==> src/rtl/adc_avg_filter.sv <==
// Boxcar averaging filter for 12-bit ADC panel-voltage samples over a 2^LOG2_DEPTH window.
// Optional spike rejection is compiled in with `define ADC_SPIKE_REJECT_EN.
module adc_avg_filter #(
   parameter int WIDTH      = 12,
   parameter int LOG2_DEPTH = 3,
   parameter int SPIKE_TH   = 512
) (
   input  logic             clk,
   input  logic             rst_n,
   input  logic             sample_valid,
   input  logic [WIDTH-1:0] sample,
   output logic [WIDTH-1:0] v_out,
   output logic             v_valid,
   output logic             primed,
   output logic             spike_rej
);
   localparam int DEPTH = 1 << LOG2_DEPTH;
   localparam int SW    = WIDTH + LOG2_DEPTH;

   typedef enum logic {FILLING, RUNNING} state_t;

   state_t                state_q, state_d;
   logic [WIDTH-1:0]      buffer [DEPTH];
   logic [LOG2_DEPTH-1:0] ptr;
   logic [LOG2_DEPTH:0]   fill;
   logic [SW-1:0]         sum, sum_next;
   logic [WIDTH-1:0]      old;
   logic                  accept;

   // Until the window is full the slot being overwritten holds no counted data,
   // so the buffer never needs a reset.
   always_comb begin
      old      = primed ? buffer[ptr] : '0;
      sum_next = sum + SW'(sample) - SW'(old);
   end

`ifdef ADC_SPIKE_REJECT_EN
   logic [1:0]         rej;
   logic signed [WIDTH:0] diff;
   logic [WIDTH:0]     mag;
   logic               oob;
   logic               reject;

   always_comb begin
      diff   = $signed({1'b0, sample}) - $signed({1'b0, v_out});
      mag    = diff[WIDTH] ? $unsigned(-diff) : $unsigned(diff);
      oob    = primed && (mag > (WIDTH+1)'(SPIKE_TH));
      reject = sample_valid && oob && (rej != 2'd3);
      accept = sample_valid && !reject;
   end

   // A run of four out-of-band samples is treated as a real step and let through.
   always_ff @(posedge clk or negedge rst_n) begin
      if (!rst_n) begin
         rej       <= '0;
         spike_rej <= 1'b0;
      end else begin
         spike_rej <= reject;
         if (reject)
            rej <= rej + 2'd1;
         else if (accept)
            rej <= '0;
      end
   end
`else
   logic unused_cfg;
   assign unused_cfg = ^SPIKE_TH;
   assign accept     = sample_valid;
   assign spike_rej  = 1'b0;
`endif

   always_ff @(posedge clk or negedge rst_n) begin
      if (!rst_n)
         state_q <= FILLING;
      else
         state_q <= state_d;
   end

   always_comb begin
      state_d = state_q;
      if (state_q == FILLING && accept && fill == (LOG2_DEPTH+1)'(DEPTH-1))
         state_d = RUNNING;
   end

   always_comb begin
      primed = (state_q == RUNNING);
   end

   always_ff @(posedge clk) begin
      if (accept)
         buffer[ptr] <= sample;
   end

   always_ff @(posedge clk or negedge rst_n) begin
      if (!rst_n) begin
         ptr     <= '0;
         fill    <= '0;
         sum     <= '0;
         v_out   <= '0;
         v_valid <= 1'b0;
      end else begin
         v_valid <= 1'b0;
         if (accept) begin
            ptr <= ptr + 1'b1;
            sum <= sum_next;
            if (fill != (LOG2_DEPTH+1)'(DEPTH))
               fill <= fill + 1'b1;
            if (state_d == RUNNING) begin
               v_out   <= sum_next[SW-1:LOG2_DEPTH];
               v_valid <= 1'b1;
            end
         end
      end
   end
endmodule

==> config.mk <==
export PLATFORM = sky130hd
export DESIGN_NAME = adc_avg_filter
export DESIGN_NICKNAME = d
export VERILOG_FILES = /design/src/rtl/adc_avg_filter.sv
export SDC_FILE = /design/constraint.sdc
export NUM_CORES = 1
export LEC_CHECK = 0
export CAP_MARGIN = 20
export CORE_MARGIN = 10
export CORE_UTILIZATION = 54
export CTS_CLUSTER_DIAMETER = 200
export DETAILED_ROUTE_END_ITERATION = 6
export PLACE_DENSITY = 0.77
export SLEW_MARGIN = 15
export SYNTH_ARGS = -nofsm -noshare
export SYNTH_HDL_FRONTEND = slang
export SYNTH_SLANG_ARGS = --single-unit
==> constraint.sdc <==
create_clock -name clk -period 5.1 [get_ports clk]
set_clock_uncertainty 0.15 [all_clocks]
set_input_delay 1.02 -clock clk [delete_from_list [all_inputs] [get_ports clk]]
set_output_delay 1.02 -clock clk [all_outputs]
set_load 0.005 [all_outputs]
; Word-level counts from Yosys, hierarchy flattened
; Memories as Yosys holds them, arrays and structs flattened.
; Index checks and enable logic that the tools add are counted.
[totals]
register_bits = 36
ramBits = 96
inputBits = 15
elab_cells = 24
n_memories = 1
[mem_list]
columns = memory, depth, width, rd, rd_clocked_by_memory_dff, write_ports, line_no
row1 = buffer, 8, 12, 1, 0, 1, 23  ; logic [WIDTH-1:0] buffer [DEPTH];
[op_classes]
n_addsub = 4
eq_ne = 2
mux = 6
reduce_logical = 4
n_bitwise = 1
[ops]
columns = operator, n
row1 = adder 15 x 12 -> 15 bit, 1
row2 = subtractor 15 x 12 -> 15 bit, 1
row3 = two-way mux 12 bit, 1
row4 = two-way mux 1 bit, 5
row5 = "adder 4 x 1 -> 4 bit, second input constant", 1
row6 = "== test 4 x 3 -> 1 bit, second input constant", 1
row7 = "inequality test 4 bit, second input constant", 1
row8 = AND reduction 2 bit, 2
row9 = "adder 3 x 1 -> 3 bit, second input constant", 1
row10 = logical AND 1 bit, 2
row11 = inverter 1 bit, 1

; Logic depth before layout (Yosys ltp)
; Gate-level depths: netlist of the first run.
[depth]
ltp_word = 6
depth_mapped = 16
depth_no_buf = 14

; Least setup slack after synthesis of the first run
; No wires, ideal clock.
[synth_timing]
kind = register to register
startpoint = register ptr[0]
endpoint = register v_out[11]
arrival_time_ns = 3.911
path_slack_ns = 0.947
synth_period_minus_slack_ns = 4.153
setup_ns = 0.092
required_time_ns = 4.858
stages_incl_launch_ff = 14
path_cell_list = dfrtp_1 -> buf_2 -> buf_2 -> mux4_2 -> mux2i_1 -> nor2b_1 -> fa_1 -> fa_1 -> and2b_1 -> o2111ai_2 -> a31o_1 -> a2111o_1 -> and4_4 -> o31ai_2
[synth_via]
elab_chain_len = 3
[synth_rtl]
columns = item, line_no
row1 = start: declaration, 24  ; logic [LOG2_DEPTH-1:0] ptr;
row2 = start signal: assignment, 104  ; ptr <= ptr + 1'b1;
row3 = memory (8 x 12 bit), --
row4 = two-way mux 12 bit, 33  ; old = primed ? buffer[ptr] : '0;
row5 = subtractor 15 x 12 -> 15 bit, 34  ; sum_next = sum + SW'(sample) - SW'(old);
row6 = end signal: assignment, 109  ; v_out <= sum_next[SW-1:LOG2_DEPTH];
row7 = end: declaration, 12  ; output logic [WIDTH-1:0] v_out,
; No other way between the ends.
; A chain may end at the register's enable or synchronous reset.

; Final worst setup path of the first run
[layout_timing]
startpoint = register ptr[2]
endpoint = register sum[9]
[layout_via]
elab_chain_len = 3
[layout_rtl]
columns = item, line_no
row1 = memory (8 x 12 bit), --
row2 = two-way mux 12 bit, 33
row3 = subtractor 15 x 12 -> 15 bit, 34
row4 = end signal: assignment, 105  ; sum <= sum_next;
row5 = end: declaration, 26  ; logic [SW-1:0] sum, sum_next;
; No other way between the ends.

==> results.json, run 1 <==
{
  "viasPerCell": 5.67,
  "ctsHoldBuffers": 0,
  "cts_made_buffers": 17,
  "routabilityCongestion": 0.826,
  "yosysWarnings": 0,
  "drive_gt1_share_pct": 16.3,
  "synthFlopType": "edfxtp_1",
  "multi_input_area_um2": 2270,
  "whs_endpoint": "v_out[7]",
  "clk_pin_slew_ns": 0.06,
  "hpwl_mm": 8.22,
  "syn_area_per_cell_um2": 14.0,
  "finalHoldViolations": 0,
  "hp-class": "reg2reg",
  "synth-edff-count": 96,
  "fin_setup_tns_ns": 0,
  "nNetsFinal": 540,
  "wl_mm": 11.9,
  "fillers": 822,
  "fmax_mhz": 231,
  "grt_pass1_vias": 3795,
  "end_kind": "flip-flop",
  "grt_pass1_wl_mm": 19.5,
  "cp-start-kind": "flip-flop",
  "synth_nets": 500,
  "worstPathArrival_ns": 4.45,
  "ys_top_cells_by_area": "edfxtp_1 (45%), dfrtp_1 (14%), mux4_2 (8.5%)",
  "cp.required_ns": 5.22,
  "synthMostInstantiatedCell": "edfxtp_1",
  "synth_common_cells": "edfxtp_1 (96), inv_1 (59), dfrtp_1 (36), nand2_1 (28), mux4_2 (24)",
  "drv_cap": 0,
  "relSlewSlack_pct": 47.2,
  "drc": 0,
  "antennaDiodeCount": 0,
  "clock_latency_ns": 0.42,
  "whs_path_depth": 2,
  "antenna_found_initial": 0,
  "path_max_fanout": 18,
  "clock-root-buffer": "clkbuf_16",
  "seq_area_frac_synth_pct": 59.6,
  "yosysUniqueCellTypes": 53,
  "r2r_cells": 13,
  "synthToLayoutAreaGrowth_pct": 16.3,
  "cts_buffer_depth": 2,
  "die_y_um": 128,
  "cts_tree": "built",
  "cts_max_level": 4,
  "rr_endpoint": "sum[9]",
  "cts.sinks": 132,
  "grt_max_degree": 37,
  "synth-async-reset-ratio_pct": 27.3,
  "netlist_instances": 455,
  "hold_start": "v_out[7]",
  "rsz0062_at_grt": "false",
  "drv_slew": 0,
  "period_needed_ns": 4.33,
  "synth.top_cell.area_share_pct": 45.4,
  "status": "complete, no violations",
  "track_usage_pct": 15.3,
  "register_area_um2": 3780,
  "vias": 3689,
  "dr.pass1.iters": 4,
  "cts_setup_buffers": 0,
  "die-area_um2": 16500,
  "path_class": "reg2reg",
  "drt_iter0_drc": 287,
  "fin_crit_sh_pct": 84.8,
  "io_buffers": 28,
  "synth_area_um2": 6350,
  "r2r_slack_ns": 0.77,
  "r2r_start": "ptr[2]",
  "yosys.area.top_type": "edfxtp_1",
  "start_util_pct": 55.4,
  "tightest_slew_ns": 0.791,
  "wire_per_inst_um": 18.2,
  "setup_violations": 0,
  "synth-seq-cells": 132,
  "overflow": 0,
  "cts_resized": 0,
  "num_io_pins": 30,
  "ant_nets": 0,
  "rows": 39,
  "die_w_um": 128,
  "core-area_um2": 11500
}
## state kept, by name, summed over array words and instances (netlist names)
signal and flops:
v_out 12, primed 1, buffer 96, sum 15
ptr 3, v_valid 1, fill 4
## metal layers
metal	GRT usage, %	routed length, µm	up-vias
li1	-	-	1735
met1	19.2	5250	1837
met2	24.1	5720	97
met3	4.93	661	20
met4	6.29	231	0
met5	0	0	-
## cell families (layout without fill, tap and decap cells)
group                      after synthesis  count (layout)  synth area share (%)
muxes                                   48              48                  12.5
AOI/OAI and AO/OA                       59              59                  6.54
adders and majority gates               30              30                  7.33
buffers and inverters                   79             132                  4.81
DFF                                    132             132                  59.6
and+or+nand+nor                         93              93                  7.46
xor gates and xnor gates                13              13                  1.79
other                                    1               1                0.0590
## worst max path at each step
| stage | from | to | cells after the start |
|---|---|---|---|
| 4_1_cts | ptr[0] | sum[9] | 13 |
| 3_5_place_dp | sample[1] | v_out[11] | 10 |
| 3_3_place_gp | sample[1] | v_out[11] | 10 |
| 2_1_floorplan | ptr[0] | v_out[11] | 13 |
| 5_1_grt | ptr[0] | sum[9] | 13 |
| 6_report | ptr[2] | sum[9] | 13 |
## per-stage QoR
stage	instances	hold WS, ns	cell area, µm²	worst slack, ns	util (%)
after floorplan	455	0.316	6350	0.947	-
after global placement	619	0.319	6830	0.753	59.6
after detailed placement	619	0.324	6830	0.687	59.6
after CTS	651	0.336	7390	0.747	64.4
after global routing	651	0.358	7390	0.477	64.4
final	651	0.331	7390	0.774	64.4
## layout make-up
cell class / count / share of cell area (%)
clock buffer: 18 / 5.81
clock inverter: 14 / 1.73
inverter: 59 / 3.00
multi-input combinational: 244 / 30.8
sequential: 132 / 51.2
tap: 143 / 2.42
timing repair buffer: 41 / 5.05
## cells in the final DEF, fill, tap and decap left out, types with 2 or more instances in the layout
master	count
edfxtp_1	96
inv_1	59
dfrtp_1	36
nand2_1	28
clkdlybuf4s50_1	27
mux4_2	24
ha_1	18
clkbuf_16	17
nor2_1	16
mux2i_1	15
nor2b_1	13
o21ai_0	13
buf_4	13
a21oi_1	12
fa_1	12
mux2_2	9
nand3_1	9
xor2_1	7
xnor2_1	6
a21o_1	6
clkinvlp_4	6
nand2b_1	5
nand4_1	5
o2111ai_1	5
and3_1	3
o21a_1	3
a31oi_1	3
inv_6	3
nor3_2	2
a41o_1	2
a211oi_1	2
and2_1	2
nand3b_1	2
clkinv_4	2
## critical path: stages, from the launching register on
cell     delay (ns)
dfrtp_1        0.85
buf_4          0.34
mux4_2         0.33
mux2i_1        0.24
nor2b_1        0.10
fa_1           0.48
inv_1          0.04
ha_1           0.36
a21o_1         0.20
a21oi_1        0.18
a21oi_1        0.19
o21ai_0        0.17
nor3b_1        0.39
o22ai_1        0.16
Power of run 1 is not shown: default switching activity piles up to over one toggle a cycle in this logic, so the estimate is an artifact.
==> inputs of run 2 (changes only) <==
==> constraint.sdc (replaced) <==
create_clock -name clk -period 4.1 [get_ports clk]
set_clock_uncertainty 0.15 [all_clocks]
set_input_delay 0.82 -clock clk [delete_from_list [all_inputs] [get_ports clk]]
set_output_delay 0.82 -clock clk [all_outputs]
set_load 0.005 [all_outputs]
==> results.json, run 2 (synthesis gave the netlist of run 1 again) <==
{
  "fin_crit_sh_pct": 96.1,
  "fmax_mhz": 254,
  "grtUsageMet3_pct": 4.23,
  "cp.required_ns": 4.28,
  "drive_gt1_share_pct": 20.4,
  "largest_register": "buffer",
  "gr-usage-met2_pct": 26.6,
  "final_common_cell": "edfxtp_1",
  "final_cell_mix": "edfxtp_1 (96), inv_1 (59), buf_4 (38), dfrtp_1 (35), nand2_1 (28)",
  "cts_max_level": 4,
  "antenna_found_initial": 0,
  "drv_cap": 0,
  "final_util_pct": 66.7,
  "tightest_slew_ns": 0.797,
  "drc": 0,
  "layout_setup_ws_ns": 0.161,
  "grt_max_degree": 37,
  "track_usage_pct": 16.3,
  "r2r_start": "ptr[0]",
  "start_util_pct": 55.4,
  "dr.pass1.iters": 4,
  "rows": 39,
  "grt_pass1_vias": 4003,
  "num_io_pins": 30,
  "end_kind": "flip-flop",
  "dpl_worst_slack_ns": -0.118,
  "nNetsFinal": 567,
  "cts.sinks": 132,
  "clk_pin_slew_ns": 0.06,
  "period_needed_ns": 3.94,
  "vias": 3817,
  "routabilityCongestion": 0.857,
  "cts_buffer_depth": 2,
  "core-area_um2": 11500,
  "ant_nets": 0,
  "grt_most_used_layer": "met2",
  "status": "complete, no violations",
  "cp-start-kind": "flip-flop",
  "finalHoldViolations": 0,
  "grt_pass1_wl_mm": 20.8,
  "clock-root-buffer": "clkbuf_16",
  "drv_slew": 0,
  "viasPerCell": 5.64,
  "die_y_um": 128,
  "hold_start": "v_out[7]",
  "setup_violations": 0,
  "io_buffers": 28,
  "synthToLayoutAreaGrowth_pct": 20.5,
  "die-area_um2": 16500,
  "worstSetupStartpoint": "ptr[0]",
  "antennaDiodeCount": 0,
  "hpwl_mm": 9.09,
  "wire_per_inst_um": 19.0,
  "grtUsageMet1_pct": 20.0,
  "die_w_um": 128,
  "path_class": "reg2reg",
  "largest_reg_flops": 96,
  "path_max_fanout": 9,
  "worstPathArrival_ns": 4.12,
  "cts_tree": "built",
  "clock_latency_ns": 0.42,
  "wl_mm": 12.8,
  "cts_made_buffers": 17,
  "overflow": 0,
  "largestRegisters": "buffer x96, sum x15, v_out x12",
  "relSlewSlack_pct": 46.9,
  "hp-class": "reg2reg",
  "drt_iter0_drc": 428
}
run 2: final timing paths:
check,endpoint,slack [ns],cells past startpoint
setup reg to reg,v_out[11],0.16,15
hold / removal,v_out[7],0.33,2
min in group asynchronous,sum[0],0.34,1
max in group asynchronous,ptr[0],2.91,1
setup / recovery,v_out[11],0.16,15
hold reg to reg,v_out[7],0.33,2
run 2: final cells by class:
cell class / count / area [µm²]
fillers: 795 / 3810
flip-flops and latches: 132 / 3780
multi-input cells: 244 / 2280
repair buffers: 68 / 601
clock buffers: 18 / 429
inverters: 59 / 221
well taps: 143 / 179
clock inverters: 13 / 160
run 2: repair_timing:
item,CTS,global route
setup endpoints to repair,4,11
buffers inserted,0,5
hold buffers,0,0
resized for setup,1,1
hold endpoints to repair,0,0
run 2: critical path: stages, from the launching register on:
cell and delay (ns):
dfrtp_2 0.49, buf_4 0.16, mux4_2 0.50, mux2i_1 0.15
nor2b_1 0.06, ha_1 0.26, inv_1 0.06, ha_1 0.17
inv_1 0.06, fa_1 0.39, and2b_1 0.25, o2111ai_2 0.12
a31o_1 0.26, a2111o_1 0.41, and4_4 0.20, o31ai_2 0.16
run 2: metal layers:
layer  wire length [µm]  vias to the layer above
met2               6380                       96
li1                   -                     1792
met3                672                       22
met5                  0                        -
met1               5490                     1907
met4                311                        0
run 2: stage by stage:
stage          cells  TNS [ns]  hold WS (ns)  area (µm²)
2_1_floorplan    455         0         0.316        6360
3_3_place_gp     641   -0.0471         0.314        7020
3_5_place_dp     641    -0.247         0.327        7020
4_1_cts          672         0         0.344        7610
5_1_grt          677   -0.0128         0.370        7650
6_report         677         0         0.333        7650
Power of run 2 is left out for the same reason.
